File: config.mk
export PLATFORM = sky130hd
export DESIGN_NAME = mem_access_ctrl
export DESIGN_NICKNAME = d
export VERILOG_FILES = /design/src/rtl/misc_v_pkg.sv /design/src/rtl/mem_wb_reg.sv /design/src/rtl/mem_access_ctrl.sv
export SDC_FILE = /design/constraint.sdc
export NUM_CORES = 1
export LEC_CHECK = 0
export CORE_ASPECT_RATIO = 1.5
export CORE_UTILIZATION = 34
export DETAILED_ROUTE_END_ITERATION = 6
export HOLD_SLACK_MARGIN = 0.15
export PLACE_DENSITY = 0.67
export SETUP_SLACK_MARGIN = 0.05
export SLEW_MARGIN = 20
export SYNTH_ARGS = -nofsm -noshare
export SYNTH_HDL_FRONTEND = slang
export SYNTH_SLANG_ARGS = --single-unit
File: constraint.sdc
create_clock -name CLK -period 3.2 [get_ports CLK]
set_clock_uncertainty 0.05 [all_clocks]
set_input_delay 0.96 -clock CLK [delete_from_list [all_inputs] [get_ports CLK]]
set_output_delay 0.96 -clock CLK [all_outputs]
set_load 0.05 [all_outputs]
File: src/rtl/misc_v_pkg.sv
// ============================================================================
// Module      : misc_v_pkg
// Description : Shared widths, defaults and state encoding for the MEM stage.
// Revision    : 1.0 - initial release
// ============================================================================
`default_nettype none

package misc_v_pkg;

    localparam int c_WORD_W  = 16;
    localparam int c_TIMEOUT = 15;

    typedef enum logic {
        IDLE = 1'b0,
        WAIT = 1'b1
    } mem_state_t;

endpackage : misc_v_pkg

`default_nettype wire

File: src/rtl/mem_wb_reg.sv
// ============================================================================
// Module      : mem_wb_reg
// Description : MEM/WB pipeline register with load enable and bubble insert.
// Revision    : 1.0 - initial release
// ============================================================================
`default_nettype none

module mem_wb_reg
    import misc_v_pkg::*;
#(
    parameter int WORD_W = c_WORD_W
)(
    input  logic              clk,
    input  logic              rst_n,
    input  logic              i_en,
    input  logic              i_bubble,
    input  logic              i_reg_write,
    input  logic              i_reg_store,
    input  logic [WORD_W-1:0] i_alu_result,
    input  logic [WORD_W-1:0] i_mem_data,
    input  logic [WORD_W-1:0] i_rd,
    output logic              o_reg_write,
    output logic              o_reg_store,
    output logic [WORD_W-1:0] o_alu_result,
    output logic [WORD_W-1:0] o_mem_data,
    output logic [WORD_W-1:0] o_rd
);

    // A bubble only kills the control bits; the data fields keep their values.
    always_ff @(posedge clk) begin
        if (!rst_n) begin
            o_reg_write  <= 1'b0;
            o_reg_store  <= 1'b0;
            o_alu_result <= '0;
            o_mem_data   <= '0;
            o_rd         <= '0;
        end else if (i_en) begin
            o_reg_write  <= i_reg_write;
            o_reg_store  <= i_reg_store;
            o_alu_result <= i_alu_result;
            o_mem_data   <= i_mem_data;
            o_rd         <= i_rd;
        end else if (i_bubble) begin
            o_reg_write  <= 1'b0;
            o_reg_store  <= 1'b0;
        end
    end

endmodule : mem_wb_reg

`default_nettype wire

File: src/rtl/mem_access_ctrl.sv
// ============================================================================
// Module      : mem_access_ctrl
// Description : MEM-stage controller: req/ack data-memory access with timeout.
// Revision    : 1.0 - initial release
// ============================================================================
`default_nettype none

module mem_access_ctrl
    import misc_v_pkg::*;
#(
    parameter int WORD_W  = c_WORD_W,
    parameter int TIMEOUT = c_TIMEOUT
)(
    input  logic              CLK,
    input  logic              Reset,
    input  logic              IRegWrite,
    input  logic              IMemWrite,
    input  logic              IMemRead,
    input  logic              IRegStore,
    input  logic [WORD_W-1:0] IALUResult,
    input  logic [WORD_W-1:0] I3rdArg,
    input  logic [WORD_W-1:0] IRd,
    output logic              Stall,
    output logic              MemReq,
    output logic              MemWe,
    output logic [WORD_W-1:0] MemAddr,
    output logic [WORD_W-1:0] MemWData,
    input  logic [WORD_W-1:0] MemRData,
    input  logic              MemAck,
    output logic              ORegWrite,
    output logic              ORegStore,
    output logic [WORD_W-1:0] OALUResult,
    output logic [WORD_W-1:0] OMemData,
    output logic [WORD_W-1:0] ORd,
    output logic              OMemErr
);

    localparam int                 c_CNT_W    = $clog2(TIMEOUT) + 1;
    localparam logic [c_CNT_W-1:0] c_CNT_LAST = c_CNT_W'(TIMEOUT - 1);
    localparam logic [c_CNT_W-1:0] c_CNT_MAX  = '1;

    mem_state_t         r_state;
    mem_state_t         w_state_nxt;
    logic [c_CNT_W-1:0] r_cnt;
    logic               w_access;
    logic               w_timeout;
    logic               w_load;
    logic               w_bubble;
    logic [WORD_W-1:0]  w_mem_data;

    assign w_access = IMemRead | IMemWrite;

    // Ack is checked before the timeout so a late ack on the last cycle still wins.
    always_comb begin
        w_state_nxt = r_state;
        Stall       = 1'b0;
        w_load      = 1'b0;
        w_bubble    = 1'b0;
        w_timeout   = 1'b0;
        w_mem_data  = '0;
        case (r_state)
            IDLE: begin
                if (w_access) begin
                    Stall       = 1'b1;
                    w_bubble    = 1'b1;
                    w_state_nxt = WAIT;
                end else begin
                    w_load = 1'b1;
                end
            end
            WAIT: begin
                if (MemAck) begin
                    w_load      = 1'b1;
                    w_mem_data  = MemWe ? '0 : MemRData;
                    w_state_nxt = IDLE;
                end else if (r_cnt == c_CNT_LAST) begin
                    w_timeout   = 1'b1;
                    w_bubble    = 1'b1;
                    w_state_nxt = IDLE;
                end else begin
                    Stall = 1'b1;
                end
            end
            default: w_state_nxt = IDLE;
        endcase
    end

    always_ff @(posedge CLK) begin
        if (!Reset) begin
            r_state  <= IDLE;
            r_cnt    <= '0;
            MemReq   <= 1'b0;
            MemWe    <= 1'b0;
            MemAddr  <= '0;
            MemWData <= '0;
            OMemErr  <= 1'b0;
        end else begin
            r_state <= w_state_nxt;
            case (r_state)
                IDLE: begin
                    if (w_access) begin
                        MemReq   <= 1'b1;
                        MemWe    <= IMemWrite;
                        MemAddr  <= IALUResult;
                        MemWData <= I3rdArg;
                        r_cnt    <= '0;
                    end
                end
                WAIT: begin
                    if (MemAck) begin
                        MemReq <= 1'b0;
                    end else if (w_timeout) begin
                        MemReq  <= 1'b0;
                        OMemErr <= 1'b1;
                    end else if (r_cnt != c_CNT_MAX) begin
                        r_cnt <= r_cnt + c_CNT_W'(1);
                    end
                end
                default: ;
            endcase
        end
    end

    mem_wb_reg #(
        .WORD_W (WORD_W)
    ) u_mem_wb_reg (
        .clk          (CLK),
        .rst_n        (Reset),
        .i_en         (w_load),
        .i_bubble     (w_bubble),
        .i_reg_write  (IRegWrite),
        .i_reg_store  (IRegStore),
        .i_alu_result (IALUResult),
        .i_mem_data   (w_mem_data),
        .i_rd         (IRd),
        .o_reg_write  (ORegWrite),
        .o_reg_store  (ORegStore),
        .o_alu_result (OALUResult),
        .o_mem_data   (OMemData),
        .o_rd         (ORd)
    );

endmodule : mem_access_ctrl

`default_nettype wire
==> impl_metrics.yaml <==
min_path:
  hp-class: "reg -> reg"
sta:
  fmax_ghz: 0.339
  worst_slack_ns: 0.249
  fin_crit_sh: 0.922
  relSlewSlack: 0.614
  grt_setup_unrepaired: "no"
  slew_violations: 0
  finalHoldViolations: 0
  holdWs_ns: 0.401
  worst_pin_slew_ns: 0.579
  fin_tns_setup_ns: 0
  finalCriticalPeriod_ns: 2.95
  setup_viol: 0
synth:
  yosys_warnings: 0
  syn-cell-area_sq_um: 3630
  synth_flop_cell: "dfxtp_1"
  synth_edf_count: 0
  synthDistinctLibCells: 36
  yosys.area.top_type: "dfxtp_1"
  synth_cells: 400
  ys_top_cells_by_area: "dfxtp_1 (50%), a21boi_1 (14%), nand2_1 (7.1%)"
  synth-seq-cells: 91
  async_flop_share: 0
  syn_area_per_cell_sq_um: 9.07
  synth_seq_area_share: 0.502
  synth_top_area_share: 0.502
  synthesis.nets: 474
grt:
  track_usage: 0.191
  antenna_found_initial: 0
  grt_max_degree: 49
  grt_pass1_vias: 3278
  grt_pass1_wl_um: 16500
  grt_overflow: 0
detailed_routing:
  met3_length_um: 539
  ant_nets: 0
  vias_per_cell: 4.97
  drtIter0Drc: 103
  drt-total-wl_um: 10500
  dr_wl_met2_um: 5520
  wl_per_cell_um: 15.3
  num_vias: 3423
  drc: 0
  wl_met1_um: 4150
  highest_layer: "met4"
  first_pass_iters: 4
place:
  dp_hpwl_um: 7540
  place.gp.congestion: 0.801
  dp_worst_setup_slack_ns: 0.234
  placed_area_sq_um: 5310
  dp_cells: 674
  io_buffers: 156
critical_path:
  crit_type: "in -> out"
  cp-start-kind: "primary input"
  reg2regPathDepth: 6
  cp-endpoint: "Stall"
  reg2reg_from: "r_cnt[0]$_SDFFE_PN0P_"
  reg2reg_slack_ns: 1.26
  required_ns: 2.19
  critical_path.startpoint: "IMemRead"
  worstPathArrival_ns: 1.94
  cp_max_fo: 4
  reg2reg_to: "r_cnt[3]$_SDFFE_PN0P_"
  cp-end-kind: "output pin"
final_layout:
  stdcell_area_sq_um: 5590
  fillers: 985
  drive_gt1_frac: 0.0639
  final_cells: 689
  finalNetCount: 618
  area_growth_pct: 54.1
  finish.utilization: 0.546
  insertedDiodeCount: 0
power_and_ir_drop:
  powerDensity_nw_per_um2: 522
  worst_ir_drop_vdd_v: 0.000265
  finalPower_mw: 2.92
  p_leak_nw: 2.07
clocking:
  cts_tree: "built"
  ctsResizeCount: 0
  clockBufferDepth: 2
  clockRootBuffer: "clkbuf_16"
  cts_inserted_buffers: 9
  insertion_delay_ns: 0.33
  cts_hold_buf: 0
  clock_sinks: 91
  htree_levels: 3
  clkSlewWorstSetupHoldPaths_ns: 0.06
  postCtsSetupRepairBufs: 0
floorplan:
  ios: 157
  die_x_um: 86.3
  num_rows: 45
  fp.dieArea_sq_um: 11100
  die_y_um: 129
  initial_core_util: 0.354
  core_area_sq_um: 10200
outcome:
  outcome: "completed"
flow_run:
  max_cap_viol_count: 0
power breakdown:
group	switching, mW	internal, mW
Clock	0.419	0.562
Sequential	0.0398	1.20
Combinational	0.422	0.270
cell families (layout without fill, tap and decap cells):
group           after synthesis  after routing  share of synthesized area
flops                        91             91                      0.502
compound gates              128            128                      0.249
fa+ha+maj                     3              3                     0.0103
simple gates                136            136                      0.181
mux                           3              3                    0.00828
buf+inv                      39            187                     0.0490
registers in the layout, indices dropped and copies added (netlist names):
signal,flops
u_mem_wb_reg.o_rd,16
u_mem_wb_reg.o_mem_data,16
r_state,1
MemAddr,16
MemWData,16
MemWe,1
MemReq,1
u_mem_wb_reg.o_alu_result,16
u_mem_wb_reg.o_reg_write,1
u_mem_wb_reg.o_reg_store,1
r_cnt,5
OMemErr,1
critical path, cell delays in order:
cell,delay (ns)
clkdlybuf4s50_1,0.50
o21bai_2,0.22
nand2_1,0.07
buf_4,0.19
cell usage after synthesis (all sizes together) (2+ instances only):
master   n
dfxtp   91
nand2   69
a21boi  67
nand3   36
o21ai   36
buf     24
nor2b   18
a32oi   16
clkbuf  13
ha       3
mux2i    3
a21oi    2
and3     2
inv      2
nor3     2
area by class of cell:
class                   count  area, sq um  area share
inverters                   2         7.51     0.00134
clock buffers              11          253      0.0452
clock inverters             4         26.3     0.00470
multi-input cells         270         1630       0.292
flip-flops and latches     91         1820       0.326
well taps                 141          176      0.0316
repair buffers            170         1670       0.299
worst min path at each step:
| stage | from | endpoint | cells past startpoint |
|---|---|---|---|
| after floorplan | r_cnt[4]$_SDFFE_PN0P_ | r_cnt[4]$_SDFFE_PN0P_ | 2 |
| after global placement | MemWData[11]$_SDFFE_PN0P_ | MemWData[11]$_SDFFE_PN0P_ | 2 |
| after detailed placement | MemWData[0]$_SDFFE_PN0P_ | MemWData[0]$_SDFFE_PN0P_ | 2 |
| after CTS | MemWData[0]$_SDFFE_PN0P_ | MemWData[0]$_SDFFE_PN0P_ | 2 |
| after global routing | MemAddr[7]$_SDFFE_PN0P_ | MemAddr[7]$_SDFFE_PN0P_ | 2 |
| final | MemWData[0]$_SDFFE_PN0P_ | MemWData[0]$_SDFFE_PN0P_ | 2 |
layout by cell type, fill, tap and decap left out, drive strengths merged, types with 11 or more instances in the layout:
cell and n:
clkbuf 11, a21boi 67, buf 16, a32oi 16, dfxtp 91, clkdlybuf4s50 154
o21ai 36, nand3 36, nor2b 18, nand2 69
layer usage:
metal  up-vias  track usage
met5         -            0
met4         0       0.0853
met3        21       0.0411
met2       115        0.345
met1      1601        0.213
li1       1686            -
Note: power is estimated with default switching activity, not from simulation.
